==> config.mk <==
export PLATFORM = sky130hd
export DESIGN_NAME = req_gnt_responder
export DESIGN_NICKNAME = d
export VERILOG_FILES = /design/src/rtl/req_gnt_pkg.sv /design/src/rtl/gnt_delay_ch.sv /design/src/rtl/req_gnt_responder_sva.sv /design/src/rtl/req_gnt_responder.sv
export SDC_FILE = /design/constraint.sdc
export NUM_CORES = 1
export LEC_CHECK = 0
export BUFFER_PORTS_ARGS = -buffer_cell sky130_fd_sc_hd__buf_2
export CORE_MARGIN = 2
export CORE_UTILIZATION = 47
export DETAILED_ROUTE_END_ITERATION = 6
export HOLD_SLACK_MARGIN = 0.02
export PLACE_DENSITY = 0.74
export SLEW_MARGIN = 20
export SYNTH_ARGS = -nofsm -noshare
export SYNTH_HDL_FRONTEND = slang
export SYNTH_HIERARCHICAL = 1
export SYNTH_SLANG_ARGS = --single-unit
==> constraint.sdc <==
create_clock -name clk -period 2.47 [get_ports clk]
set_clock_uncertainty 0.2 [all_clocks]
set_input_delay 0.247 -clock clk [delete_from_list [all_inputs] [get_ports clk]]
set_output_delay 0.247 -clock clk [all_outputs]
set_load 0.02 [all_outputs]
==> src/rtl/req_gnt_pkg.sv <==
// Shared definitions for the request/grant responder: ch1 delay limits,
// ch1 state encoding and small combinational helpers.
package req_gnt_pkg;

   localparam int         CNT_W_DEF   = 8;
   localparam logic [2:0] CH1_DLY_MIN = 3'd3;
   localparam logic [2:0] CH1_DLY_MAX = 3'd6;

   typedef enum logic {
      CH1_IDLE = 1'b0,
      CH1_WAIT = 1'b1
   } ch1_state_e;

   // Requested ch1 latency if legal, otherwise the configured fallback.
   function automatic logic [2:0] ch1_delay(input logic [2:0] dly, input logic [2:0] dly_def);
      if ((dly >= CH1_DLY_MIN) && (dly <= CH1_DLY_MAX)) begin
         return dly;
      end else begin
         return dly_def;
      end
   endfunction

   function automatic logic [1:0] popcount3(input logic [2:0] v);
      return {1'b0, v[0]} + {1'b0, v[1]} + {1'b0, v[2]};
   endfunction

endpackage

==> src/rtl/gnt_delay_ch.sv <==
// Channel-1 grant engine: IDLE/WAIT FSM with a programmable countdown.
// A new request may be taken in the grant cycle itself, chaining grants.
module gnt_delay_ch import req_gnt_pkg::*; #(
   parameter logic [2:0] DLY_DEF = 3'd4
) (
   input  logic       clk_i,
   input  logic       rst_i,
   input  logic       req_i,
   input  logic [2:0] dly_i,
   output logic       gnt_o,
   output logic       busy_o,
   output logic       drop_o
);

   ch1_state_e state_q, state_d;
   logic [2:0] cnt_q, cnt_d;
   logic       gnt_q, gnt_d;
   logic       accept_s;

   // Next-state logic; cnt_q reaches zero exactly in the grant cycle.
   always_comb begin
      accept_s = req_i && ((state_q == CH1_IDLE) || gnt_q);
      drop_o   = req_i && (state_q == CH1_WAIT) && !gnt_q;
      state_d  = state_q;
      cnt_d    = cnt_q;
      if (accept_s) begin
         state_d = CH1_WAIT;
         cnt_d   = ch1_delay(dly_i, DLY_DEF) - 3'd1;
      end else begin
         case (state_q)
            CH1_WAIT: begin
               if (cnt_q == 3'd0) begin
                  state_d = CH1_IDLE;
                  cnt_d   = 3'd0;
               end else begin
                  cnt_d = cnt_q - 3'd1;
               end
            end
            default: begin
               state_d = CH1_IDLE;
               cnt_d   = 3'd0;
            end
         endcase
      end
      gnt_d = (state_d == CH1_WAIT) && (cnt_d == 3'd0);
   end

   // State, countdown and grant registers.
   always_ff @(posedge clk_i) begin
      if (rst_i) begin
         state_q <= CH1_IDLE;
         cnt_q   <= 3'd0;
         gnt_q   <= 1'b0;
      end else begin
         state_q <= state_d;
         cnt_q   <= cnt_d;
         gnt_q   <= gnt_d;
      end
   end

   assign gnt_o  = gnt_q;
   assign busy_o = (state_q == CH1_WAIT);

endmodule

==> src/rtl/req_gnt_responder_sva.sv <==
// Protocol checker for req_gnt_responder: grant latency per channel.
module req_gnt_responder_sva (
   input logic       clk,
   input logic       rst,
   input logic       en,
   input logic [2:0] req,
   input logic [2:0] gnt,
   input logic       ch1_busy
);

   logic       ch0_due_q;
   logic [2:0] wait_q;

   // Track ch0 due-grant and cycles elapsed since an idle ch1 acceptance.
   always_ff @(posedge clk) begin
      if (rst) begin
         ch0_due_q <= 1'b0;
         wait_q    <= 3'd0;
      end else begin
         ch0_due_q <= req[0] && en;
         if (gnt[1]) begin
            wait_q <= (req[1] && en) ? 3'd1 : 3'd0;
         end else if (req[1] && en && !ch1_busy) begin
            wait_q <= 3'd1;
         end else if ((wait_q != 3'd0) && (wait_q != 3'd7)) begin
            wait_q <= wait_q + 3'd1;
         end else begin
            wait_q <= wait_q;
         end
      end
   end

   a_ch0_lat1: assert property (@(posedge clk) disable iff (rst) ch0_due_q |-> gnt[0]);
   a_ch1_late: assert property (@(posedge clk) disable iff (rst) (wait_q == 3'd6) |-> gnt[1]);
   a_ch1_early: assert property (@(posedge clk) disable iff (rst)
      gnt[1] |-> ((wait_q >= 3'd3) && (wait_q <= 3'd6)));
   a_ch2_lat0: assert property (@(posedge clk) disable iff (rst) (req[2] && en) |-> gnt[2]);

endmodule

==> src/rtl/req_gnt_responder.sv <==
// Three-channel request/grant responder: ch0 latency 1, ch1 programmable
// latency via gnt_delay_ch, ch2 combinational, plus saturating statistics.
module req_gnt_responder import req_gnt_pkg::*; #(
   parameter int CNT_W       = CNT_W_DEF,
   parameter int CH1_DLY_DEF = 4
) (
   input  logic             clk,
   input  logic             rst,
   input  logic             en,
   input  logic [2:0]       req,
   input  logic [2:0]       ch1_dly,
   output logic [2:0]       gnt,
   output logic             ch1_busy,
   output logic [CNT_W-1:0] ch1_drop_cnt,
   output logic [CNT_W-1:0] gnt_total
);

   localparam logic [CNT_W-1:0] CNT_MAX = {CNT_W{1'b1}};

   logic             gnt0_q;
   logic             gnt1_s, busy1_s, drop1_s;
   logic [CNT_W-1:0] drop_cnt_q, gnt_total_q;
   logic [CNT_W+1:0] total_sum_s;

   gnt_delay_ch #(
      .DLY_DEF(3'(CH1_DLY_DEF))
   ) u_ch1 (
      .clk_i (clk),
      .rst_i (rst),
      .req_i (req[1] && en),
      .dly_i (ch1_dly),
      .gnt_o (gnt1_s),
      .busy_o(busy1_s),
      .drop_o(drop1_s)
   );

   // Outputs are forced low during reset, before the registers clear.
   always_comb begin
      gnt         = {req[2] && en && !rst, gnt1_s && !rst, gnt0_q && !rst};
      ch1_busy    = busy1_s && !rst;
      total_sum_s = (CNT_W+2)'(gnt_total_q) + (CNT_W+2)'(popcount3(gnt));
   end

   // ch0 pipeline stage and saturating statistics counters.
   always_ff @(posedge clk) begin
      if (rst) begin
         gnt0_q      <= 1'b0;
         drop_cnt_q  <= '0;
         gnt_total_q <= '0;
      end else begin
         gnt0_q <= req[0] && en;
         if (drop1_s && (drop_cnt_q != CNT_MAX)) begin
            drop_cnt_q <= drop_cnt_q + CNT_W'(1);
         end else begin
            drop_cnt_q <= drop_cnt_q;
         end
         if (total_sum_s[CNT_W+1:CNT_W] != 2'b00) begin
            gnt_total_q <= CNT_MAX;
         end else begin
            gnt_total_q <= total_sum_s[CNT_W-1:0];
         end
      end
   end

   assign ch1_drop_cnt = drop_cnt_q;
   assign gnt_total    = gnt_total_q;

   req_gnt_responder_sva u_sva (
      .clk     (clk),
      .rst     (rst),
      .en      (en),
      .req     (req),
      .gnt     (gnt),
      .ch1_busy(ch1_busy)
   );

endmodule
# Yosys cells after proc, flatten, opt, wreduce, memory -nomap -nowiden
# Cells that the tools add are included.
# totals
reg_bits	22
in_bits	9
output_inout_bits	20
wordCells	44
# op_classes
n_addsub	6
order_cmp	2
n_eq_ne	1
mux	9
bitwise	1
reduce_logical	19
# ops
cell	count
$mux W3	5
$logic_and A1 B1 Y1	13
$add A8 B2 Y9	1
$add A8 B1 Y8 const B	1
$mux W8	1
$ne A8 B8 Y1 const B	1
$logic_not A3 Y1	2
$sub A3 B1 Y3 const B	2
$ge A3 B2 Y1 const B	1
$le A3 B3 Y1 const B	1
$mux W1	3
$add A1 B1 Y2	1
$add A2 B1 Y2	1
$logic_not A1 Y1	2
$reduce_bool A2 Y1	1
$logic_or A1 B1 Y1	1
$not A1 Y1	1

# Depth between registers and ports, before layout
# depth
ltp_word	8
mapped_depth	10
mapped_depth_nobuf	9

# Hierarchy
# Netlist, hierarchy kept.
# modules_own_cells
module	n_inst	cells_per_inst	area_each_um2	seq_area_each_um2
req_gnt_responder	1	97	908.4	340.3
gnt_delay_ch	1	37	325.3	100.1

# Worst setup path before layout
# Ideal clock, no wire load.
# synth_timing
path_type	input to register
startpoint	in rst
endpoint	reg gnt_total_q[6], in the netlist gnt_total[6]
setup_time_ns	0.078
arrival_ns	2.533
t_required_ns	2.192
path_slack_ns	-0.341
path_stages	10
n_path_buf	1
path_cell_list	clkbuf_1 nor2b_1 inv_1 fa_1 inv_1 ha_1 fa_1 and4_1 and4b_1 nor3_1
# synth_between
elab_chain_cells	7
elab_cells_between_ends	9
cone_classes	3 x add/sub; 1 x mux; 5 x reduce/logical
# synth_lines
item	line_no	text
start: declaration	req_gnt_responder.sv:8	input logic rst,
$logic_not A1 Y1 *	req_gnt_responder.sv:39	gnt = {req[2] && en && !rst, gnt1_s && !rst, gnt0_q && !rst};
$logic_and A1 B1 Y1 *	req_gnt_responder.sv:39	
net gnt[0]	req_gnt_responder.sv:12	output logic [2:0] gnt,
$add A1 B1 Y2 *	req_gnt_pkg.sv:24	return {1'b0, v[0]} + {1'b0, v[1]} + {1'b0, v[2]};
$add A2 B1 Y2 *	req_gnt_pkg.sv:24	
$add A8 B2 Y9 *	req_gnt_responder.sv:41	total_sum_s = (CNT_W+2)'(gnt_total_q) + (CNT_W+2)'(popcount3(gnt));
$reduce_bool A2 Y1	req_gnt_responder.sv:57	if (total_sum_s[CNT_W+1:CNT_W] != 2'b00) begin
$mux W8 *	req_gnt_responder.sv:57	
end signal: assignment	req_gnt_responder.sv:60	gnt_total_q <= total_sum_s[CNT_W-1:0];
end: declaration	req_gnt_responder.sv:22	logic [CNT_W-1:0] drop_cnt_q, gnt_total_q;
# The timed path passes the listed nets; every way through them passes the cells marked *.
# A chain may end at the register's enable or synchronous reset.

# Final worst setup path
# layout_timing
startpoint	reg gnt0_q
endpoint	reg gnt_total_q[3], in the netlist gnt_total[3]
# layout_between
elab_chain_cells	6
# layout_lines
item	line_no	text
start: declaration	req_gnt_responder.sv:20	logic gnt0_q;
start signal: assignment	req_gnt_responder.sv:51	gnt0_q <= req[0] && en;
$logic_and A1 B1 Y1 *	req_gnt_responder.sv:39	
$add A1 B1 Y2 *	req_gnt_pkg.sv:24	
$add A2 B1 Y2 *	req_gnt_pkg.sv:24	
$add A8 B2 Y9 *	req_gnt_responder.sv:41	
$reduce_bool A2 Y1	req_gnt_responder.sv:57	
$mux W8 *	req_gnt_responder.sv:57	
# Mark *: on every way between the ends. The rest lies on a longest branch, timed or not.

==> summary.txt <==
Clock Sinks - 22
min setup slack post-route - 0.103 ns
Post-Route Setup TNS - 0 ns
Post-CTS Setup Inserts - 0
met2 usage - 32.7%
post-synthesis sequential area ratio - 35.7%
CP bufs+invs - 2
startpoint types - register
first-pass GRT wire length - 4440 microns
HP Class - in -> reg
Power Internal - 456 uW
area post-placement - 1460 sq um
Clock Power Share - 26.3%
critical path required time - 2.46 ns
Top FF cell, synth - dfxtp_1
sequential share of power - 60.7%
crit end category - register
final instance area - 1510 sq um
Tcrit/Tclk final - 95.8%
most frequent cells in the layout - buf_2, dfxtp_1, inv_1
DRC viols - 0
iteration count of the initial detailed-routing pass - 4
worst hold margin - 0.142 ns
Slew @ Worst Pin - 0.456 ns
Post-Route WL - 2620 microns
Ports - 29
CTS max path bufs - 2
RSZ-0062 raised after global routing - no
worst hold stages - 4
IO Port Bufs - 28
R2R cell count - 9
Worst-path clk slew - 0.12 ns
Initial Util - 49.8%
Critical Path Slowest Stage Cell - fa_1
peak supply drop - 339 uV
Max-cap violations - 0
clk_lat worst skew - 0.30 ns
Die Area - 3050 sq um
Power Density - 401 nW/um^2
global-route track usage on met3 - 3.04%
CORE AREA - 2480 sq um
kind of critical path - reg -> reg
First DRT Iteration DRCs - 22
CTS buffer count - 3
Syn Inst Count - 134
sequence of cells on the critical path - nor2b_4 -> inv_2 -> fa_1 -> inv_1 -> ha_2 -> fa_2 -> and4_4 -> nand4_1 -> a31oi_1
CTS tree - done
largest net degree at the start of global routing - 16
gpl congestion - 0.825
Final ANT Viol Nets - 0
FP Rows - 18
DP Worst Slack - -0.0354 ns
Root Buffer Master - clkbuf_4
Top Family by Delay on Critical Path - adder cells
worst-path maximum fanout - 5
EDFF count, synth - 0
ant diodes - 0
vias in the first global route - 1074
Async SR Flop Fraction - 0%
Slew headroom - 69.5%
Final Max Slew Viols - 0
most common cell after layout, fill and taps aside - buf_2
Net Sw Frac - 24.8%
LEAKAGE - 0.000677 uW
Sw Pwr - 150 uW
Vias/cell - 5.52
GRT Total Usage - 17.8%
Synth cell types - 47
status - finished, final reports clean
Post-Synthesis Cell Area - 1230 sq um
logic gate share of total power - 13.0%
Final Hold Violating Endpoints - 0
die height - 55.2 microns
busiest grt layer - met2
Synth Register Bits - 22
via count - 1104
count of final setup violators - 0
antenna violations before repair - 0
share of layout cells above drive strength 1 - 33.5%
Die W - 55.2 microns
Area Overhead vs Synth - 22.5%
Yosys warnings - 6
WL/cell - 13.1 microns
Max stage delay on crit path - 0.47 ns
H-tree levels - 1
layout net count - 189
fmax - 0.423 GHz
DP HPWL - 2030 microns
met1 global-route usage - 20.1%
GR Overflow Total - 0
Worst path depth - 9
Post-Syn Nets - 151
Arr. time, crit path - 2.36 ns
Syn Area/Cell - 9.21 sq um
fin crit period - 2.37 ns
==> through the flow <==
stage / utilization [%] / std cells / total power, uW
finish: 61.0 / 200 / 606
global route: 61.0 / 200 / 643
CTS: 60.8 / 200 / 614
detailed placement: 59.1 / 195 / 453
global placement: 59.1 / 195 / 451
floorplan: - / 134 / 427
==> path summary, 6_finish.rpt <==
kind,start,endpoint,slack [ns]
max reg2reg,gnt0_q,gnt_total[3],0.10
max,gnt0_q,gnt_total[3],0.10
min reg2reg,ch1_drop_cnt[1],ch1_drop_cnt[1],0.32
min,ch1_dly[0],u_ch1/cnt_q[0],0.14
==> Yosys cell counts (2+ instances only) <==
library cell	count	area share (%)
nand3b_1	2	1.2
nand3_1	3	1.2
xor2_1	2	1.4
dfxtp_1	22	36
or3_1	2	1.0
mux2_2	2	1.8
nand2_1	6	1.8
nor3_1	4	1.6
a31oi_1	6	3.0
clkbuf_1	2	0.61
mux2_4	2	2.4
fa_1	2	3.2
o21ai_0	2	0.81
nand2b_1	4	2.0
and3b_1	2	1.4
a21oi_1	9	3.7
inv_1	11	3.3
xnor2_1	2	1.4
o21ai_2	2	1.4
mux2i_1	2	1.6
nand4_1	4	2.0
and4_1	3	2.1
nor2b_1	6	3.0
ha_1	6	6.1
nor2_1	4	1.2
==> repair_timing <==
| action | in CTS | in global routing |
|---|---|---|
| hold buffers | 2 | 0 |
| gates resized for setup | 0 | 3 |
| endpoints found under the hold margin | 1 | 0 |
| endpoints found under the setup margin | 0 | 6 |
==> worst register-to-register path, cell delays in order (launching register included) <==
cell and delay, ns:
dfxtp_2 0.33, nor2b_4 0.14, inv_2 0.04, fa_1 0.47, inv_1 0.05, ha_2 0.17
fa_2 0.36, and4_4 0.21, nand4_1 0.17, a31oi_1 0.10
==> sequential cells by signal, summed over array words and instances, names as in the netlist <==
register and flops:
u_ch1/gnt_o 1, gnt_total 8, gnt0_q 1, ch1_drop_cnt 8
u_ch1/cnt_q 3, u_ch1/busy_o 1
==> power by group through the flow <==
stage,registers [uW],logic (uW),clock network (uW)
finish,368,78.5,159
global route,369,89.7,184
CTS,368,79.9,167
detailed placement,376,77.6,0
global placement,375,75.2,0
floorplan,378,49.1,0
==> final cells by class <==
type / instances / area (sq um)
sequential: 22 / 443
clock buffer: 3 / 22.5
multi-input combinational: 98 / 762
fill: 230 / 966
timing repair buffer: 36 / 205
inverter: 11 / 41.3
tap: 30 / 37.5
==> per-layer routing <==
| layer | share of wire [%] | up-vias |
|---|---|---|
| met1 | 44 | 520 |
| met3 | 3.8 | 2 |
| met4 | 0.57 | 0 |
| li1 | - | 563 |
| met2 | 52 | 19 |
| met5 | 0 | - |
==> logic make-up after synthesis <==
group | after synthesis | share of synthesized area, %
and+or+nand+nor | 51 | 25.9
AOI/OAI and AO/OA | 29 | 16.0
DFF | 22 | 35.7
buffers and inverters | 14 | 4.36
adders and majority gates | 8 | 9.33
muxes | 6 | 5.88
xor gates and xnor gates | 4 | 2.84
Power figures use the tool's default switching activity.
